$ cat config.mk
export PLATFORM = sky130hd
export DESIGN_NAME = sram_arbiter
export DESIGN_NICKNAME = d
export VERILOG_FILES = /design/src/rtl/sram_arb_pkg.sv /design/src/rtl/arb_starve_cnt.sv /design/src/rtl/sram_arbiter.sv
export SDC_FILE = /design/constraint.sdc
export NUM_CORES = 1
export LEC_CHECK = 0
export CAP_MARGIN = 20
export CORE_AREA = 4 4 119 121
export DETAILED_ROUTE_END_ITERATION = 10
export DIE_AREA = 0 0 123 125
export GPL_ROUTABILITY_DRIVEN = 1
export SYNTH_ARGS = -nofsm -noshare
export SYNTH_HDL_FRONTEND = slang
export SYNTH_SLANG_ARGS = --single-unit
$ cat constraint.sdc
create_clock -name clk -period 3.7 [get_ports clk]
set_input_delay 0.74 -clock clk [delete_from_list [all_inputs] [get_ports clk]]
set_output_delay 0.74 -clock clk [all_outputs]
set_load 0.02 [all_outputs]
$ cat src/rtl/sram_arb_pkg.sv
// Shared definitions for the SRAM port arbiter: response-owner encoding,
// starvation limit default and the shared-port request bundle.
package sram_arb_pkg;

    localparam int STARVE_LIMIT_DEFAULT = 4;
    localparam int ADDR_W               = 32;
    localparam int DATA_W               = 32;
    localparam int WEN_W                = 4;

    typedef enum logic [1:0] {
        OWNER_NONE = 2'd0,
        OWNER_INST = 2'd1,
        OWNER_DATA = 2'd2
    } owner_e;

    typedef struct packed {
        logic              en;
        logic [WEN_W-1:0]  wen;
        logic [ADDR_W-1:0] addr;
        logic [DATA_W-1:0] wdata;
    } mem_req_t;

    // Issue a request bundle for one requester's fields.
    function automatic mem_req_t mem_req_issue(
        input logic [WEN_W-1:0]  wen,
        input logic [ADDR_W-1:0] addr,
        input logic [DATA_W-1:0] wdata
    );
        mem_req_t r;
        r.en    = 1'b1;
        r.wen   = wen;
        r.addr  = addr;
        r.wdata = wdata;
        return r;
    endfunction

endpackage

$ cat src/rtl/arb_starve_cnt.sv
// Counts consecutive data grants taken while inst waits and raises force_inst
// once inst has waited STARVE_LIMIT data grants.
module arb_starve_cnt
    import sram_arb_pkg::*;
#(
    parameter int STARVE_LIMIT = STARVE_LIMIT_DEFAULT
) (
    input  logic clk,
    input  logic rst,
    input  logic inst_wait,
    input  logic data_won,
    input  logic inst_won,
    output logic force_inst
);

    localparam logic [2:0] LIMIT = 3'(STARVE_LIMIT);

    logic [2:0] starve_cnt_q;
    logic [2:0] starve_cnt_d;

    // NOTE: every signal written here gets a default first, so no path can
    // leave it unassigned and infer a latch.
    always_comb begin
        starve_cnt_d = starve_cnt_q;
        if (inst_won || !inst_wait) begin
            starve_cnt_d = 3'd0;
        end else if (data_won && starve_cnt_q != 3'd7) begin
            starve_cnt_d = starve_cnt_q + 3'd1;
        end
    end

    // NOTE: sequential state uses non-blocking assignments so every flop
    // samples pre-edge values regardless of block ordering.
    always_ff @(posedge clk or posedge rst) begin
        if (rst) begin
            starve_cnt_q <= 3'd0;
        end else begin
            starve_cnt_q <= starve_cnt_d;
        end
    end

    assign force_inst = inst_wait && (starve_cnt_q == LIMIT);

endmodule

$ cat src/rtl/sram_arbiter.sv
// Two-requester (inst/data) arbiter for a single-port SRAM with one-cycle
// read latency: combinational grant, registered response owner.
module sram_arbiter
    import sram_arb_pkg::*;
#(
    parameter int STARVE_LIMIT = STARVE_LIMIT_DEFAULT
) (
    input  logic        clk,
    input  logic        rst,

    input  logic        inst_req,
    input  logic [3:0]  inst_wen,
    input  logic [31:0] inst_addr,
    input  logic [31:0] inst_wdata,
    output logic        inst_gnt,
    output logic        inst_rvalid,
    output logic [31:0] inst_rdata,

    input  logic        data_req,
    input  logic [3:0]  data_wen,
    input  logic [31:0] data_addr,
    input  logic [31:0] data_wdata,
    output logic        data_gnt,
    output logic        data_rvalid,
    output logic [31:0] data_rdata,

    output logic        mem_en,
    output logic [3:0]  mem_wen,
    output logic [31:0] mem_addr,
    output logic [31:0] mem_wdata,
    input  logic [31:0] mem_rdata,

    output logic        stallreq
);

    owner_e   owner_q;
    owner_e   owner_d;
    mem_req_t mem_req;
    logic     force_inst;
    logic     inst_gnt_c;
    logic     data_gnt_c;

    arb_starve_cnt #(
        .STARVE_LIMIT (STARVE_LIMIT)
    ) u_starve (
        .clk        (clk),
        .rst        (rst),
        .inst_wait  (inst_req),
        .data_won   (data_gnt_c),
        .inst_won   (inst_gnt_c),
        .force_inst (force_inst)
    );

    // Data wins by default; a starved inst takes the port when both compete.
    always_comb begin
        data_gnt_c = 1'b0;
        inst_gnt_c = 1'b0;
        if (!rst) begin
            data_gnt_c = data_req && !(inst_req && force_inst);
            inst_gnt_c = inst_req && !data_gnt_c;
        end
    end

    always_comb begin
        mem_req = '0;
        owner_d = OWNER_NONE;
        if (inst_gnt_c) begin
            mem_req = mem_req_issue(inst_wen, inst_addr, inst_wdata);
            owner_d = OWNER_INST;
        end else if (data_gnt_c) begin
            mem_req = mem_req_issue(data_wen, data_addr, data_wdata);
            owner_d = OWNER_DATA;
        end
    end

    // Async reset clears the owner at once, dropping any response in flight.
    always_ff @(posedge clk or posedge rst) begin
        if (rst) begin
            owner_q <= OWNER_NONE;
        end else begin
            owner_q <= owner_d;
        end
    end

    always_comb begin
        inst_rvalid = (owner_q == OWNER_INST);
        data_rvalid = (owner_q == OWNER_DATA);
        inst_rdata  = inst_rvalid ? mem_rdata : 32'd0;
        data_rdata  = data_rvalid ? mem_rdata : 32'd0;
    end

    assign inst_gnt  = inst_gnt_c;
    assign data_gnt  = data_gnt_c;
    assign mem_en    = mem_req.en;
    assign mem_wen   = mem_req.wen;
    assign mem_addr  = mem_req.addr;
    assign mem_wdata = mem_req.wdata;
    assign stallreq  = !rst && ((inst_req && !inst_gnt_c) || (data_req && !data_gnt_c));

endmodule

Word-level counts from Yosys, hierarchy flattened
Cells that the tools add are included.

Flip-flop bits (word level): 5. Output and inout bits: 138.

$add $sub $neg: 1. Equality and inequality tests: 4. Multiplexer cells: 10. Reduce and logical (&&, ||, !) cells: 17.

Operators with widths (number): $mux W69 (2); $mux W32 (2); $logic_and A1 B1 Y1 (8); $logic_not A1 Y1 (6); $mux W3 (2); $mux W2 (2); $add A3 B1 Y3 const B (1); $eq A3 B3 Y1 const B (1); $ne A3 B3 Y1 const B (1); $eq A2 B1 Y1 const B (1); $eq A2 B2 Y1 const B (1); $logic_or A1 B1 Y1 (2); $mux W1 (2); $reduce_bool A2 Y1 (1).

Depth between registers and ports, before layout
Depth in word-level cells: 12. Mapped depth: 8.

Cells and area by module
Synthesis repeated with hierarchy kept, for this count alone.

Cells, all modules: 344. Area total of the unflattened synthesis: 2514.9 µm².

Modules (own cells, without submodules): sram_arbiter (area each 2324.7 µm², cells each 326, times used 1); arb_starve_cnt (area each 190.2 µm², cells each 18, times used 1).

Least setup slack after synthesis
Ideal clock, no wire load.

Kind: input to output. Start: input data_req. End: output mem_addr[17]. Arrival time: 1.715 ns. Stages: 5. Buffers on the path: 2. Setup slack: 1.245 ns. Cells stage by stage: a21boi_1 > nor3b_2 > buf_4 > buf_4 > a22o_1.

Longest elaborated chain between the ends: 5. Elaborated cells on any way between the ends: 7. Classes of those cells: 4 x mux; 3 x reduce/logical.

Ends and longest elaborated chain: start, declared (line sram_arbiter.sv:19) `input logic data_req,`; $logic_and A1 B1 Y1 * (line sram_arbiter.sv:59) `data_gnt_c = data_req && !(inst_req && force_inst);`; $logic_not A1 Y1 (line sram_arbiter.sv:60) `inst_gnt_c = inst_req && !data_gnt_c;`; $logic_and A1 B1 Y1 (line sram_arbiter.sv:60); $mux W1 (line sram_arbiter.sv:58) `if (!rst) begin`; $mux W69 * (line sram_arbiter.sv:67) `if (inst_gnt_c) begin`; end, declared (line sram_arbiter.sv:29) `output logic [31:0] mem_addr,`.

Mark *: on every way between the ends. The rest lies on a longest branch, timed or not.

Worst setup path after layout
Start: input inst_req. End: output mem_addr[29].

Longest elaborated chain between the ends: 8. Elaborated cells on any way between the ends: 10. Classes of those cells: 4 x mux; 6 x reduce/logical.

Ends and longest elaborated chain: start, declared (line sram_arbiter.sv:11) `input logic inst_req,`; $logic_and A1 B1 Y1 (line arb_starve_cnt.sv:42) `assign force_inst = inst_wait && (starve_cnt_q == LIMIT);`; $logic_and A1 B1 Y1 (line sram_arbiter.sv:59); $logic_not A1 Y1 (line sram_arbiter.sv:59); $logic_and A1 B1 Y1 (line sram_arbiter.sv:59); $logic_not A1 Y1 (line sram_arbiter.sv:60); $logic_and A1 B1 Y1 (line sram_arbiter.sv:60); $mux W1 (line sram_arbiter.sv:58); $mux W69 * (line sram_arbiter.sv:67).

Marks and branches as above.

==> qor.yml <==
detail_route.vias_per_cell: 4.05
syn_inst: 187
vias: 2687
cts_inserted_buffers: 3
worstPathMaxFanout: 38
layout_setup_ws_ns: 0.130
grt_pass1_wl_um: 16600
grt-ovfl-total: 0
die_y_um: 125
hp-class: "flop to flop"
drive_gt1_share_pct: 3.90
drv_slew: 0
port_buffers: 309
rr_startpoint: "u_starve.starve_cnt_q[0]$_DFFE_PP0P_"
drv_cap: 0
yosys_warnings: 0
clock_latency_ns: 0.22
fmax_mhz: 280
tns_ns: 0
ys_ff_latch: 5
die_w_um: 123
critPathLaunchType: "input pin"
whs_endpoint: "u_starve.starve_cnt_q[0]$_DFFE_PP0P_"
die-area_mm2: 0.0154
syn_avg_cell_area_um2: 7.60
final_cell_mix: "306 x clkdlybuf4s50_1, 68 x a22o_1, 64 x and2_1"
endpoint_kind: "primary output"
slew_headroom_pct: 76.6
reg2reg_to: "u_starve.starve_cnt_q[1]$_DFFE_PP0P_"
ios: 310
synth_area_leaders: "a22o_1 42%, and2_1 28%, dfrtp_1 8.8%"
max-vdd-ir-drop_mv: 0.126
wirelength_um: 12100
min_period_ns: 3.57
nets: 663
area.growth.synth_to_final_pct: 239
tightest_slew_ns: 0.350
syn_nets: 362
wl_per_cell_um: 18.2
h-tree-depth: 1
syn_area_mm2: 0.00142
cts_resized: 0
netlist.area_leader.share_pct: 41.9
diodes: 0
r2r_slack_ns: 2.04
post-cts-setup-buffers: 0
path_class: "input pin to primary output"
yosys.area.top_type: "a22o_1"
fin_total_pwr_uw: 771
cts_root_buf: "clkbuf_16"
path_clk_slew_ns: 0.03
initial_utilization_pct: 10.9
core_area_mm2: 0.0131
first_pass_iters: 4
postRouteAntennaNets: 0
grt_usage_pct: 14.2
yosysSeqAreaShare_pct: 8.80
hold-path-cell-count: 2
antenna_found_initial: 0
cp.arrival_ns: 2.83
cp.required_ns: 2.96
skew_ns: 0.00169
hp-start: "u_starve.starve_cnt_q[0]$_DFFE_PP0P_"
cts_buffer_depth: 2
post-route-period-util_pct: 96.5
p_leak_uw: 0.00186
p_per_area_mw_per_mm2: 160
ys_types: 21
final_util_pct: 36.8
drtIter0Drc: 56
cts_sinks: 5
status: "completed"
dp_slack_ns: 0.127
grt_max_degree: 42
final_common_cell: "clkdlybuf4s50_1"
hold_viol: 0
cts_tree: "done"
gp_congestion: 0.844
cts_hold_buffers: 0
rows: 42
hpwl_um: 10700
grt_pass1_vias: 2745
reg2regPathDepth: 5
setup_viol: 0
drc_errors: 0
rsz0062_at_grt: "false"
==> worst max-delay path by stage <==
stage / cells past startpoint / slack, ns / endpoint / start
floorplan: 5 / 1.24 / mem_addr[17] / data_req
global placement: 5 / 0.15 / mem_addr[29] / inst_req
detailed placement: 5 / 0.13 / mem_addr[29] / inst_req
CTS: 6 / 0.12 / mem_addr[29] / data_req
global route: 5 / 0.09 / mem_addr[29] / inst_req
finish: 5 / 0.13 / mem_addr[29] / inst_req
==> where the power goes <==
part	total [uW]	switching [uW]	internal [uW]
logic	538	213	326
clock network	175	32.7	143
registers	57.7	0.938	56.8
total	771	246	525
==> kinds of logic (layout without fill, tap and decap cells) <==
logic type,Yosys count,after routing,share of synthesized area (%)
flip-flops,5,5,8.80
AO/OA/AOI/OAI,76,76,44.9
buffers and inverters,24,324,8.54
adder cells (fa/ha/maj),3,3,2.64
AND/OR/NAND/NOR,79,79,35.1
==> layout make-up <==
type,instances,area (um^2)
fill,1306,8270
timing repair buffer,317,3200
multi-input combinational,158,1180
tap,176,220
sequential,5,125
clock buffer,4,78.8
inverter,3,11.3
==> Yosys cell counts (all sizes together) <==
cell type,number
or3b,1
nor2,2
and2,64
clkbuf,10
inv,3
o21ai,4
a22o,68
nand3,4
a21boi,1
a21oi,3
nor3b,2
ha,3
nor2b,2
dfrtp,5
buf,11
and3,4
==> worst max-delay path: stages <==
cell	delay [ns]
clkdlybuf4s50_1	0.58
nor3b_4	0.38
buf_12	0.25
a22o_1	0.20
clkdlybuf4s50_1	0.66
==> sequential cells by signal (all words and copies together) (netlist names) <==
signal                 count
u_starve.starve_cnt_q      3
owner_q                    2
==> through the flow <==
step | std cells | area, um^2 | hold WS [ns]
finish | 663 | 4810 | 0.565
detailed placement | 659 | 4730 | 0.567
floorplan | 187 | 1420 | 0.500
CTS | 663 | 4810 | 0.572
global route | 663 | 4810 | 0.605
global placement | 659 | 4730 | 0.556
==> metal layers <==
metal / GRT usage (%) / share of wire (%)
met3: 4.07 / 11
met4: 2.74 / 1.4
met1: 14.8 / 36
met5: 0 / 0
met2: 27.9 / 52
No activity file was read; power rests on OpenSTA's default activity.
